File: config.mk
export PLATFORM = sky130hd
export DESIGN_NAME = gray_step_monitor
export DESIGN_NICKNAME = d
export VERILOG_FILES = /design/src/rtl/gray_pkg.sv /design/src/rtl/gray_to_binary.sv /design/src/rtl/gray_step_monitor.sv
export SDC_FILE = /design/constraint.sdc
export NUM_CORES = 1
export LEC_CHECK = 0
export BUFFER_PORTS_ARGS = -buffer_cell sky130_fd_sc_hd__clkbuf_2
export CORE_UTILIZATION = 30
export DETAILED_ROUTE_END_ITERATION = 6
export PLACE_DENSITY_LB_ADDON = 0.1
export SLEW_MARGIN = 10
export SYNTH_ARGS = -nofsm -noshare
export SYNTH_HDL_FRONTEND = slang
export SYNTH_SLANG_ARGS = --single-unit
File: constraint.sdc
create_clock -name clk -period 3.04 [get_ports clk]
set_clock_uncertainty 0.05 [all_clocks]
set_input_delay 0.304 -clock clk [delete_from_list [all_inputs] [get_ports clk]]
set_output_delay 0.304 -clock clk [all_outputs]
set_load 0.01 [all_outputs]
File: src/rtl/gray_pkg.sv
// gray_pkg: shared definitions for the Gray-code step monitor.
//   GRAY_WIDTH  - default Gray/binary word width
//   GRAY_MAX_W  - widest word the helper functions handle
//   state_e     - monitor state (IDLE: no reference yet, TRACK: reference held)
//   gray2bin()  - Gray to binary decode of the low 'w' bits of a GRAY_MAX_W word
//   popcount()  - number of set bits in a GRAY_MAX_W word
package gray_pkg;

  localparam int GRAY_WIDTH = 4;
  localparam int GRAY_MAX_W = 32;

  typedef enum logic {
    IDLE  = 1'b0,
    TRACK = 1'b1
  } state_e;

  // Bits at or above 'w' are masked off first, so the MSB-down xor chain
  // starts at bit w-1 and the upper result bits come out zero.
  function automatic logic [GRAY_MAX_W-1:0] gray2bin(input logic [GRAY_MAX_W-1:0] g,
                                                     input int w);
    logic [GRAY_MAX_W-1:0] gm;
    logic [GRAY_MAX_W-1:0] b;
    gm = '0;
    for (int i = 0; i < GRAY_MAX_W; i++) begin
      if (i < w) gm[i] = g[i];
    end
    b = '0;
    b[GRAY_MAX_W-1] = gm[GRAY_MAX_W-1];
    for (int i = GRAY_MAX_W - 2; i >= 0; i--) begin
      b[i] = b[i+1] ^ gm[i];
    end
    return b;
  endfunction

  function automatic int popcount(input logic [GRAY_MAX_W-1:0] v);
    int c;
    c = 0;
    for (int i = 0; i < GRAY_MAX_W; i++) begin
      c = c + {31'b0, v[i]};
    end
    return c;
  endfunction

endpackage

File: src/rtl/gray_to_binary.sv
// gray_to_binary: combinational Gray-to-binary decoder, the inverse of the
// upstream binary-to-Gray converter.
//   gray_i [WIDTH-1:0] - Gray-coded word
//   bin_o  [WIDTH-1:0] - decoded binary word
module gray_to_binary
  import gray_pkg::*;
#(
  parameter int WIDTH = GRAY_WIDTH
) (
  input  logic [WIDTH-1:0] gray_i,
  output logic [WIDTH-1:0] bin_o
);

  // Each binary bit is the xor of all Gray bits at or above it.
  always_comb begin
    bin_o = '0;
    bin_o[WIDTH-1] = gray_i[WIDTH-1];
    for (int i = WIDTH - 2; i >= 0; i--) begin
      bin_o[i] = bin_o[i+1] ^ gray_i[i];
    end
  end

endmodule

File: src/rtl/gray_step_monitor.sv
// gray_step_monitor: checks a qualified Gray-coded stream for single-bit steps.
//   clk, rst_n          - rising-edge clock, asynchronous active-low reset
//   in_valid, in_gray   - sample qualifier and Gray-coded sample
//   clear               - synchronous clear of state and counters (wins over in_valid)
//   out_valid, out_bin  - one-cycle pulse with the decoded binary of the accepted sample
//   step_ok / step_err  - sample differed from the previous one by 1 / by 2+ bits
//   step_up             - with step_ok: 1 = +1 mod 2^WIDTH, 0 = -1
//   err_count           - saturating count of step_err events
//   locked              - LOCK_N consecutive good steps since last error/clear/reset
// Interface: no backpressure. A sample is accepted on every rising edge where
// in_valid is high and clear is low; its results appear on the outputs for
// exactly the following cycle, qualified by out_valid.
module gray_step_monitor
  import gray_pkg::*;
#(
  parameter int WIDTH  = GRAY_WIDTH,
  parameter int ERR_W  = 8,
  parameter int LOCK_N = 4
) (
  input  logic             clk,
  input  logic             rst_n,
  input  logic             in_valid,
  input  logic [WIDTH-1:0] in_gray,
  input  logic             clear,
  output logic             out_valid,
  output logic [WIDTH-1:0] out_bin,
  output logic             step_ok,
  output logic             step_err,
  output logic             step_up,
  output logic [ERR_W-1:0] err_count,
  output logic             locked
);

  localparam int RUN_W = 8;
  localparam logic [RUN_W-1:0] LOCK_CNT = RUN_W'(LOCK_N);
  localparam logic [GRAY_MAX_W-1:0] WMASK =
    (WIDTH >= GRAY_MAX_W) ? '1 : ((GRAY_MAX_W'(1) << WIDTH) - GRAY_MAX_W'(1));

  state_e           state_q, state_d;
  logic [WIDTH-1:0] ref_q, ref_d;
  logic             out_valid_q, out_valid_d;
  logic [WIDTH-1:0] out_bin_q, out_bin_d;
  logic             step_ok_q, step_ok_d;
  logic             step_err_q, step_err_d;
  logic             step_up_q, step_up_d;
  logic [ERR_W-1:0] err_q, err_d;
  logic [RUN_W-1:0] run_q, run_d;
  logic             locked_q, locked_d;

  logic [WIDTH-1:0] in_bin;
  int               diff;

  gray_to_binary #(.WIDTH(WIDTH)) u_dec (
    .gray_i (in_gray),
    .bin_o  (in_bin)
  );

  always_comb begin
    state_d     = state_q;
    ref_d       = ref_q;
    out_valid_d = 1'b0;
    out_bin_d   = '0;
    step_ok_d   = 1'b0;
    step_err_d  = 1'b0;
    step_up_d   = 1'b0;
    err_d       = err_q;
    run_d       = run_q;
    locked_d    = locked_q;
    diff        = popcount(GRAY_MAX_W'(in_gray ^ ref_q));

    if (clear) begin
      state_d  = IDLE;
      ref_d    = '0;
      err_d    = '0;
      run_d    = '0;
      locked_d = 1'b0;
    end else if (in_valid) begin
      out_valid_d = 1'b1;
      out_bin_d   = in_bin;
      ref_d       = in_gray;
      state_d     = TRACK;
      if (state_q == TRACK) begin
        if (diff == 1) begin
          step_ok_d = 1'b1;
          // Compare against the decoded reference + 1 in WIDTH-bit arithmetic
          // so the 15 -> 0 wrap counts as an up step.
          step_up_d = (GRAY_MAX_W'(in_bin) ==
                       ((gray2bin(GRAY_MAX_W'(ref_q), WIDTH) + GRAY_MAX_W'(1)) & WMASK));
          if (run_q < LOCK_CNT) run_d = run_q + RUN_W'(1);
          locked_d = (run_d == LOCK_CNT);
        end else if (diff >= 2) begin
          step_err_d = 1'b1;
          if (err_q != '1) err_d = err_q + ERR_W'(1);
          run_d    = '0;
          locked_d = 1'b0;
        end
        // diff == 0: repeated sample, run and lock hold.
      end
    end
  end

  always_ff @(posedge clk or negedge rst_n) begin
    if (!rst_n) begin
      state_q     <= IDLE;
      ref_q       <= '0;
      out_valid_q <= 1'b0;
      out_bin_q   <= '0;
      step_ok_q   <= 1'b0;
      step_err_q  <= 1'b0;
      step_up_q   <= 1'b0;
      err_q       <= '0;
      run_q       <= '0;
      locked_q    <= 1'b0;
    end else begin
      state_q     <= state_d;
      ref_q       <= ref_d;
      out_valid_q <= out_valid_d;
      out_bin_q   <= out_bin_d;
      step_ok_q   <= step_ok_d;
      step_err_q  <= step_err_d;
      step_up_q   <= step_up_d;
      err_q       <= err_d;
      run_q       <= run_d;
      locked_q    <= locked_d;
    end
  end

  assign out_valid = out_valid_q;
  assign out_bin   = out_bin_q;
  assign step_ok   = step_ok_q;
  assign step_err  = step_err_q;
  assign step_up   = step_up_q;
  assign err_count = err_q;
  assign locked    = locked_q;

endmodule
==> impl_results.md <==
- Status: finished, final reports clean
- Min Clock Period, post-route: between 2 and 3 ns
- Starting density of the core: a little under a third
- Number of antenna repair diodes: 0
- CTS Root Buffer Type: sky130_fd_sc_hd__clkbuf_8
- Number of library cell types mapped by synthesis: between 40 and 50
- Startpoint of the lowest-slack register-to-register path: ref_q[3]
- Biggest area consumer among synthesized cells: sky130_fd_sc_hd__dfrtp_1
- Endpoint of the worst-slack reg-to-reg timing path: err_count[2]
- Number of input and output port buffers inserted: 24
- Placer's final routability congestion estimate: 0.8554
- Worst-path clk slew: 0.06 ns
- Hold-fix buffers, CTS: 0
- Final Non-Filler Cells: 253
- Final design utilization: 36.82%
- Total global routing track utilization: approximately 14%
- Number of clock sinks seen by CTS: 30
- Kind of critical path: flop to flop
- Remaining antenna violation count after routing: 0
- Number of warnings issued by yosys: 0
- Number of synthesized register bits: 30
- Worst-path fanout max: 6
- Die outline height: 74.84 um
- Via count of the first global-routing pass: between 1k and 1.5k
- Share of the clock period used by the worst path: 94.25%
- Number of filler cells placed in the layout: 533
- Synth Flop Type: sky130_fd_sc_hd__dfrtp_1
- Setup violations, final: 0
- Vias post-DR: 1240
- Largest voltage drop on the vdd net: 0.0001480 V
- Post-detail-place hpwl: between 2000 and 2500 um
- Synth area leaders: sky130_fd_sc_hd__dfrtp_1, sky130_fd_sc_hd__ha_1, sky130_fd_sc_hd__nor2_1
- Hold violation total from the final report: 0
- Worst slew margin: around half
- Horiz. Die Dim: ~75 um
- Capturing element of the worst setup path: err_count[2]
- Required time at the worst-slack endpoint: roughly 3.2 ns
- Maximum count of clock buffers along a single path: 2
- Final number of max-transition violations: 0
- Maximum clock frequency: 349.0 MHz
- Ys async rst share: 100.0%
- Syn Area/Cell: a little over 10 sq um
- Via-to-Cell Ratio: 4.901
- Setup TNS: 0 ns
- Number of antenna violations at the first check in global routing: 0
- Share of post-route cells with drive strength above 1: between 20% and 30%
- Area of the core: 5107 sq um
- Clock insertion delay at the later pin of the skew report: 0.28 ns
- Crit-path max cell delay: roughly 0.5 ns
- Max cap viols: 0
- Residual DRC: 0
- Global-route wire length before repair: 5713 um
- Placement row count: 26
- Critical path data arrival time: 2.98 ns
- Final standard cell area without fillers: 1881 sq um
- Transition at the pin with the smallest max-transition slack: between 0.7 and 0.8 ns
- Mean routed wirelength per cell: 12.87 um
- Overflow left after global routing: 0
- RSZ-0062 raised after global routing: no
- Leakage power: 0.0008992 uW
- Wirelength, routed: 3257 um
- Number of iterations in the first detailed-routing pass: 4
- Area occupied by multi-input gates: 800.8 sq um
- Number of enable flip-flop cells after synthesis: 0
- Number of top-level pins: 25
- TritonCTS clock tree: yes
- Final-stage net count: 197
- Nature of the critical path startpoint: flop
- Pwr Density: between 400 and 500 nW/um^2
- Most frequent cell on the critical path: sky130_fd_sc_hd__ha_1
- Worst path buffer plus inverter count: 1
- Count of cell instances traversed by the critical path: 10
- Cell chain of the critical path: xor2_2, fa_1, ha_1, inv_1, ha_1, nand2b_1, a21oi_2, o21ba_2, and3_1, mux2_2
- Slowest library cell on the worst path: sky130_fd_sc_hd__fa_1
- Pin count of the biggest net entering global routing: 31
- Mapped Cells: 155
- Die area: roughly 5600 sq um
- Sequential element share of the synthesized area: a little under half
- Initial DRC Count: between 80 and 90
- Cell family contributing the most delay on the critical path: adder cells
- Syn Nets: between 150 and 200
- Worst-case reg-to-reg path depth: 10
- Sort of element at the end of the critical path: flop
- Flip-flop and latch area: between 700 and 800 sq um
- Cell Area, Synth: roughly 1600 sq um
- Portion of synthesized cell area occupied by the leading cell type: between 40% and 50%
- Worst R2R Setup Slack: 0.17 ns
- Total placed instance area: 1785 sq um
- Crit path launch: ref_q[3]
- Maximum level of the CTS H-tree: 2
- Worst Hold Slack: 0.03908 ns
- Placed cell count: 245
- Worst min-delay path class: primary input to asynchronous set/reset pin
- Clock buffer count from CTS: 5
- Area added between synthesis and finish: 18.16%
-- sequential cells by signal (all words and copies together) (netlist names) --
register	cells
run_q	8
out_bin	4
err_count	8
ref_q	4
out_valid	1
step_ok	1
step_up	1
locked	1
step_err	1
state_q	1
-- cells in the final DEF (no fill, tap or decap), types with 5 or more instances in the layout --
cell	Yosys	final
sky130_fd_sc_hd__nor2_1	18	18
sky130_fd_sc_hd__clkbuf_8	0	6
sky130_fd_sc_hd__dfrtp_1	30	30
sky130_fd_sc_hd__nor3_1	5	5
sky130_fd_sc_hd__nand2_1	5	5
sky130_fd_sc_hd__xor2_1	6	6
sky130_fd_sc_hd__and2_1	5	5
sky130_fd_sc_hd__nand3_1	5	5
sky130_fd_sc_hd__o21ai_0	6	6
sky130_fd_sc_hd__a21oi_1	8	8
sky130_fd_sc_hd__ha_1	6	6
sky130_fd_sc_hd__clkbuf_2	0	24
-- worst register-to-register path: stages (launching register included) --
cell	delay [ns]
sky130_fd_sc_hd__dfrtp_1	0.43
sky130_fd_sc_hd__xor2_2	0.19
sky130_fd_sc_hd__fa_1	0.50
sky130_fd_sc_hd__ha_1	0.18
sky130_fd_sc_hd__inv_1	0.05
sky130_fd_sc_hd__ha_1	0.32
sky130_fd_sc_hd__nand2b_1	0.09
sky130_fd_sc_hd__a21oi_2	0.19
sky130_fd_sc_hd__o21ba_2	0.25
sky130_fd_sc_hd__and3_1	0.19
sky130_fd_sc_hd__mux2_2	0.32
-- where the power goes --
group	switching, uW	leakage, uW	internal [uW]	total (uW)
Clock	143	0.0000482	182	325
Sequential	12.9	0.000411	414	427
Combinational	113	0.000440	74.2	187
-- how the worst min path moves through the flow --
stage,from,to,slack (ns),cells after the start
after global placement,rst_n,out_bin[0],0.36,1
after floorplan,rst_n,err_count[0],-0.04,0
after global routing,rst_n,step_ok,0.11,1
after detailed placement,rst_n,out_bin[0],0.37,1
final,rst_n,locked,0.04,1
after CTS,rst_n,step_ok,0.06,1
-- metrics by stage --
stage	total power (uW)	setup WS, ns
5_1_grt	997.7	0.008085
3_5_place_dp	620.2	0.08143
2_1_floorplan	569.0	0.2410
4_1_cts	955.1	0.1093
6_report	938.8	0.1748
3_3_place_gp	613.5	0.1601
-- layout make-up --
type | instances | area share [%]
Clock buffer | 7 | 4.591
Clock inverter | 1 | 0.2661
Inverter | 4 | 0.7984
Multi-Input combinational cell | 115 | 42.58
Sequential cell | 30 | 39.92
Tap cell | 70 | 4.657
Timing Repair Buffer | 26 | 7.186
-- cells by family (layout without fill, tap and decap cells) --
kind of cell             count (synthesis)  in the layout  share of synthesized area [%]
flip-flops                              30             30                          47.17
adder cells (fa/ha/maj)                  7              7                          5.975
multiplexers                             7              7                          4.638
XOR/XNOR                                 9              9                          5.425
buffers and inverters                   10             38                          2.751
AND/OR/NAND/NOR                         63             63                          22.17
AO/OA/AOI/OAI                           29             29                          11.87
-- cell usage after synthesis, types with 2 or more instances --
library cell               instances
sky130_fd_sc_hd__nor2_1           18
sky130_fd_sc_hd__nand4_1           3
sky130_fd_sc_hd__buf_2             2
sky130_fd_sc_hd__mux2i_1           4
sky130_fd_sc_hd__ha_1              6
sky130_fd_sc_hd__a21oi_1           8
sky130_fd_sc_hd__clkbuf_1          3
sky130_fd_sc_hd__o21ai_0           6
sky130_fd_sc_hd__nand2b_1          2
sky130_fd_sc_hd__nor4_1            2
sky130_fd_sc_hd__o21bai_1          2
sky130_fd_sc_hd__nor3_1            5
sky130_fd_sc_hd__nand3_1           5
sky130_fd_sc_hd__nand2_1           5
sky130_fd_sc_hd__xnor2_1           2
sky130_fd_sc_hd__and4_1            2
sky130_fd_sc_hd__dfrtp_1          30
sky130_fd_sc_hd__mux2_2            3
sky130_fd_sc_hd__nor2b_1           2
sky130_fd_sc_hd__inv_1             4
sky130_fd_sc_hd__and2_1            5
sky130_fd_sc_hd__a31oi_1           3
sky130_fd_sc_hd__xor2_1            6
sky130_fd_sc_hd__nand3b_1          3
sky130_fd_sc_hd__o31ai_1           2
sky130_fd_sc_hd__or3_1             4
-- repair_timing --
action / 4_1_cts / 5_1_grt
hold endpoints to repair: 0 / 0
resized for setup: 0 / 1
setup endpoints to repair: 0 / 4
buffers inserted: 0 / 0
-- metal layers --
layer	up-vias	share of wire, %	wire [um]	GRT usage, %
li1	606	-	-	-
met4	0	1.2	40	7.547
met2	34	47	1536	21.72
met1	596	47	1516	17.61
met5	-	0	0	0
met3	4	5.0	164	2.945
(Power assumes the default switching activity.)
